--- src/rtl/sync_tx_arbiter.sv ---
// sync_tx_arbiter: round-robin scheduler sharing one bus-enable synchronizer
// crossing between NUM_REQ source-domain requesters.
//
// Ports:
//   CLK         source-domain clock
//   RST         asynchronous active-low reset
//   req         level request per requester, held until its gnt pulse
//   req_data    flattened words, requester i at [i*BUS_WIDTH +: BUS_WIDTH]
//   gnt         one-hot, one-cycle pulse when a word is captured
//   done        one-cycle pulse when the gap ends and the slot is free
//   busy        high whenever a transfer (hold or gap) is in progress
//   Unsync_bus  registered data toward the destination synchronizer
//   bus_enable  registered enable toward the destination synchronizer
//   Unsync_src  winner index, present only with SYNC_TX_ARB_SRC_ID_EN
//
// Optional feature macro: SYNC_TX_ARB_SRC_ID_EN
module sync_tx_arbiter #(
    parameter int BUS_WIDTH   = 8,
    parameter int NUM_REQ     = 2,
    parameter int HOLD_CYCLES = 4,
    parameter int GAP_CYCLES  = 4
) (
    input  logic                           CLK,
    input  logic                           RST,
    input  logic [NUM_REQ-1:0]             req,
    input  logic [NUM_REQ*BUS_WIDTH-1:0]   req_data,
    output logic [NUM_REQ-1:0]             gnt,
    output logic                           done,
    output logic                           busy,
    output logic [BUS_WIDTH-1:0]           Unsync_bus,
`ifdef SYNC_TX_ARB_SRC_ID_EN
    output logic [$clog2(NUM_REQ)-1:0]     Unsync_src,
`endif
    output logic                           bus_enable
);

    localparam int PW = $clog2(NUM_REQ);

    localparam logic [1:0] S_IDLE = 2'd0;
    localparam logic [1:0] S_HOLD = 2'd1;
    localparam logic [1:0] S_GAP  = 2'd2;

    localparam logic [7:0] HOLD_LD = 8'(HOLD_CYCLES - 1);
    localparam logic [7:0] GAP_LD  = 8'(GAP_CYCLES - 1);

    logic [1:0]           r_state;
    logic [7:0]           r_cnt;
    logic [PW-1:0]        r_ptr;
    logic [NUM_REQ-1:0]   r_gnt;
    logic                 r_done;
    logic [BUS_WIDTH-1:0] r_bus;
    logic                 r_en;
`ifdef SYNC_TX_ARB_SRC_ID_EN
    logic [PW-1:0]        r_src;
`endif

    logic                 w_any;
    logic                 w_found;
    logic [PW:0]          w_cand;
    logic [PW-1:0]        w_win;
    logic [PW-1:0]        w_next_ptr;
    logic [NUM_REQ-1:0]   w_onehot;
    logic [BUS_WIDTH-1:0] w_data;

    assign w_any = |req;

    // Scan upward from the pointer with wrap; the first set bit wins.
    // w_cand is one bit wider so ptr+k never overflows before the wrap.
    always_comb begin
        w_found = 1'b0;
        w_win   = r_ptr;
        w_cand  = '0;
        for (int k = 0; k < NUM_REQ; k++) begin
            w_cand = {1'b0, r_ptr} + (PW+1)'(k);
            if (w_cand >= (PW+1)'(NUM_REQ)) begin
                w_cand = w_cand - (PW+1)'(NUM_REQ);
            end
            if (!w_found && req[w_cand[PW-1:0]]) begin
                w_found = 1'b1;
                w_win   = w_cand[PW-1:0];
            end
        end
    end

    assign w_next_ptr = (w_win == PW'(NUM_REQ - 1)) ? '0
                                                     : w_win + PW'(1);

    assign w_data = req_data[int'(w_win)*BUS_WIDTH +: BUS_WIDTH];

    always_comb begin
        w_onehot        = '0;
        w_onehot[w_win] = 1'b1;
    end

    always_ff @(posedge CLK or negedge RST) begin
        if (!RST) begin
            r_state <= S_IDLE;
            r_cnt   <= '0;
            r_ptr   <= '0;
            r_gnt   <= '0;
            r_done  <= 1'b0;
            r_bus   <= '0;
            r_en    <= 1'b0;
`ifdef SYNC_TX_ARB_SRC_ID_EN
            r_src   <= '0;
`endif
        end else begin
            // gnt and done are single-cycle pulses.
            r_gnt  <= '0;
            r_done <= 1'b0;
            case (r_state)
                S_IDLE: begin
                    if (w_any) begin
                        r_bus   <= w_data;
                        r_en    <= 1'b1;
                        r_gnt   <= w_onehot;
                        r_ptr   <= w_next_ptr;
                        r_cnt   <= HOLD_LD;
                        r_state <= S_HOLD;
`ifdef SYNC_TX_ARB_SRC_ID_EN
                        r_src   <= w_win;
`endif
                    end
                end
                S_HOLD: begin
                    if (r_cnt == 8'd0) begin
                        r_en    <= 1'b0;
                        r_cnt   <= GAP_LD;
                        r_state <= S_GAP;
                    end else begin
                        r_cnt <= r_cnt - 8'd1;
                    end
                end
                S_GAP: begin
                    if (r_cnt == 8'd0) begin
                        r_done  <= 1'b1;
                        r_state <= S_IDLE;
                    end else begin
                        r_cnt <= r_cnt - 8'd1;
                    end
                end
                default: begin
                    r_en    <= 1'b0;
                    r_state <= S_IDLE;
                end
            endcase
        end
    end

    assign gnt        = r_gnt;
    assign done       = r_done;
    assign busy       = (r_state != S_IDLE);
    assign Unsync_bus = r_bus;
    assign bus_enable = r_en;
`ifdef SYNC_TX_ARB_SRC_ID_EN
    assign Unsync_src = r_src;
`endif

endmodule

--- config.mk ---
export PLATFORM = sky130hd
export DESIGN_NAME = sync_tx_arbiter
export DESIGN_NICKNAME = d
export VERILOG_FILES = /design/src/rtl/sync_tx_arbiter.sv
export SDC_FILE = /design/constraint.sdc
export NUM_CORES = 1
export LEC_CHECK = 0
export BUFFER_PORTS_ARGS = -buffer_cell sky130_fd_sc_hd__buf_4
export CORE_ASPECT_RATIO = 0.75
export CORE_MARGIN = 10
export CORE_UTILIZATION = 45
export DETAILED_ROUTE_END_ITERATION = 8
export PLACE_DENSITY = 0.71
export SYNTH_ARGS = -nofsm -noshare
export SYNTH_HDL_FRONTEND = slang
export SYNTH_SLANG_ARGS = --single-unit
export TNS_END_PERCENT = 50
--- constraint.sdc ---
create_clock -name CLK -period 1.8 [get_ports CLK]
set_input_delay 0.36 -clock CLK [delete_from_list [all_inputs] [get_ports CLK]]
set_output_delay 0.36 -clock CLK [all_outputs]
set_load 0.03 [all_outputs]
==> impl_metrics.tcl <==
set metrics [dict create \
    drtIter0Drc 75 \
    criticalPathCategory "reg2reg" \
    clk_pin_slew_ps 90 \
    worst_setup_path_start_kind "flop" \
    worst_ep_required_time_ps 1960 \
    critPathArrivalTime_ps 1870 \
    min_path_cells 3 \
    synth_cell_type_count 43 \
    htree_levels 1 \
    wirelength_um 3521 \
    setup_viol 0 \
    ys_ff_latch 23 \
    drtPass1Iterations 4 \
    peakVddDrop_mv 1.048 \
    slew_viol_final 0 \
    grt_pass1_wl_um 5733 \
    syn_area_mm2 0.001252 \
    die_area_mm2 0.005315 \
    fp.dieW_um 80.92 \
    place_area_mm2 0.001603 \
    ys_warn_count 0 \
    dp_slack_ps -479.8 \
    power_density_mw_per_mm2 1904 \
    diodes 0 \
    portBuffers 32 \
    cp_max_fo 4 \
    finalCritPeriodShare_pct 95.18 \
    setup_slack_ps 86.83 \
    synth_ff_type "dfrtp_1" \
    path_cells "inv_1 > ha_1 > nor3b_2 > buf_4 > a311oi_4 > a31o_1 > a21oi_2" \
    drcViolationCount 0 \
    fin_crit_ps 1713 \
    min-delay-start "req_data[11]" \
    io_pins 33 \
    max_stage_delay_ps 370 \
    crit_slowest_cell "dfrtp_1" \
    cts_buffers 3 \
    rr_endpoint "r_cnt[0]$_DFFE_PN0P_" \
    finalHoldViolCount 0 \
    synthArstFlopShare_pct 100.0 \
    endpoint_kind "flop" \
    std_cell_rows 16 \
    rsz0062_at_grt "true" \
    numClockSinks 23 \
    clock_latency_ps 270 \
    start_util_pct 47.40 \
    pwr-share-clk_pct 9.7 \
    drive_gt1_share_pct 38.95 \
    final_util_pct 66.10 \
    comb_power_share_pct 64.4 \
    place_congestion 0.8802 \
    drv_cap 0 \
    worstHoldPathType "in2reg" \
    cts-root-buf "clkbuf_8" \
    cts_tree "done" \
    grt_overflow 0 \
    syn_inst 125 \
    max-slew-margin-rel_pct 67.87 \
    reg2reg_depth 7 \
    fmax_mhz 583.7 \
    p_int_w 0.001818 \
    via_per_inst 5.596 \
    nNetsFinal 199 \
    design_area_mm2 0.001747 \
    drtAntennaViolNets 0 \
    dp_hpwl_um 2674 \
    cp_top_family "compound AO/OA/AOI/OAI gates" \
    vias 1164 \
    synth_nets 151 \
    status "complete, no violations" \
    clock_path_buffers 2 \
    syn_area_per_cell_um2 10.02 \
    reg2reg_slack_ps 90 \
    grt_antenna_before_repair 0 \
    grt_pass1_vias 1152 \
    finClkSkew_ps 6.024 \
    p_total_w 0.003327 \
    wl_per_cell_um 16.93 \
    path_buf_inv 2 \
    cp-startpoint "r_state[0]$_DFFE_PN0P_" \
    hold-path-endpoint "Unsync_bus[3]$_DFFE_PN0P_" \
    core-area_mm2 0.002643 \
    r2r_start "r_state[0]$_DFFE_PN0P_" \
    ys_seq_area_share_pct 45.95 \
    synth_edf_count 0 \
    die_h_um 65.69 \
    grt_use_total_pct 13.60 \
    switchingPower_w 0.001509 \
    sw_frac_of_total_pct 45.35 \
    leakagePower_nw 0.8364 \
    p_seq_share_pct 25.9 \
    tightest_slew_ps 480.4 \
    syn2layout_area_growth_pct 39.46 \
    grt_max_degree 24 \
]
## cell families after synthesis
group,synth area share [%]
adders and majority gates,5.994
and+or+nand+nor,20.68
AOI/OAI and AO/OA,20.58
muxes,3.297
buffers and inverters,3.497
DFF,45.95
## how the worst max path moves through the flow
stage	to	slack [ps]	depth (start not counted)
floorplan	r_cnt[5]$_DFFE_PN0P_	210	7
global placement	r_cnt[5]$_DFFE_PN0P_	-270	6
detailed placement	r_cnt[6]$_DFFE_PN0P_	-480	6
CTS	r_cnt[4]$_DFFE_PN0P_	40	7
global route	r_cnt[0]$_DFFE_PN0P_	-4	7
finish	r_cnt[0]$_DFFE_PN0P_	90	7
## layer usage
| layer | share of wire, % | track usage [%] | vias to the layer above |
|---|---|---|---|
| met5 | 0 | 0 | - |
| met4 | 0.48 | 3.448 | 0 |
| met3 | 6.6 | 3.940 | 2 |
| met2 | 50 | 22.32 | 38 |
| met1 | 42 | 17.10 | 570 |
| li1 | - | - | 554 |
## timing repair
item                       CTS  global route
hold endpoints to repair    23             0
setup buffers                0             3
hold buffers                 1             0
pin swaps                    0             1
setup endpoints to repair    7            10
resized for setup            2             7
gates cloned                 0             0
## through the flow
step	instances	setup TNS [ps]	hold slack (ps)
after floorplan	125	0	64.41
after global placement	200	-1535	266.7
after detailed placement	200	-2751	269.1
after CTS	205	0	303.3
after global routing	208	-6.744	303.5
final	208	0	305.6
## power groups by stage
stage	clock [W]	sequential [W]	combinational, W
3_3_place_gp	0	0.000864	0.00180
4_1_cts	0.000334	0.000866	0.00191
2_1_floorplan	0	0.00109	0.000969
6_report	0.000324	0.000862	0.00214
3_5_place_dp	0	0.000874	0.00187
5_1_grt	0.000353	0.000887	0.00231
## sequential cells by signal, summed over array words and instances, names as in the netlist
signal / flops
done: 1
r_ptr: 1
gnt: 2
r_state: 2
r_cnt: 8
bus_enable: 1
Unsync_bus: 8
## tightest hold or removal path, stage by stage
cell and delay [ps]:
buf_4 70, nand3_1 50, nand2_1 50
## layout by cell type, fill, tap and decap left out, drive strengths merged, types with 2 or more instances in the layout
cell type / count
ha: 6
a22oi: 5
o21ai: 7
nand2: 13
a31oi: 4
nor3: 2
a21oi: 5
nand3: 10
nor3b: 2
dfrtp: 23
a21o: 2
inv: 7
o221ai: 2
and3: 2
buf: 46
mux2i: 3
clkbuf: 3
nor2: 10
a41oi: 2
## final cells by class
class                   count  area (um^2)
clock inverters             1        5.005
inverters                   7        26.28
clock buffers               3        41.29
repair buffers             47        375.4
well taps                  36        45.04
multi-input cells          91        678.2
flip-flops and latches     23        575.6
fillers                   223        895.9
## cell usage after synthesis, types with 2 or more instances
| master | count | share of area (%) |
|---|---|---|
| nor2_1 | 10 | 3.0 |
| clkbuf_1 | 2 | 0.60 |
| a21oi_1 | 3 | 1.2 |
| a41oi_1 | 2 | 1.4 |
| o221ai_1 | 2 | 1.4 |
| mux2i_1 | 3 | 2.4 |
| o21ai_0 | 5 | 2.0 |
| nand3_1 | 10 | 4.0 |
| buf_2 | 2 | 0.80 |
| inv_1 | 7 | 2.1 |
| nand2_1 | 12 | 3.6 |
| a31oi_1 | 4 | 2.0 |
| ha_1 | 6 | 6.0 |
| dfrtp_1 | 23 | 46 |
| a22oi_1 | 5 | 3.0 |
| a21oi_2 | 2 | 1.4 |
(Power assumes the default switching activity.)
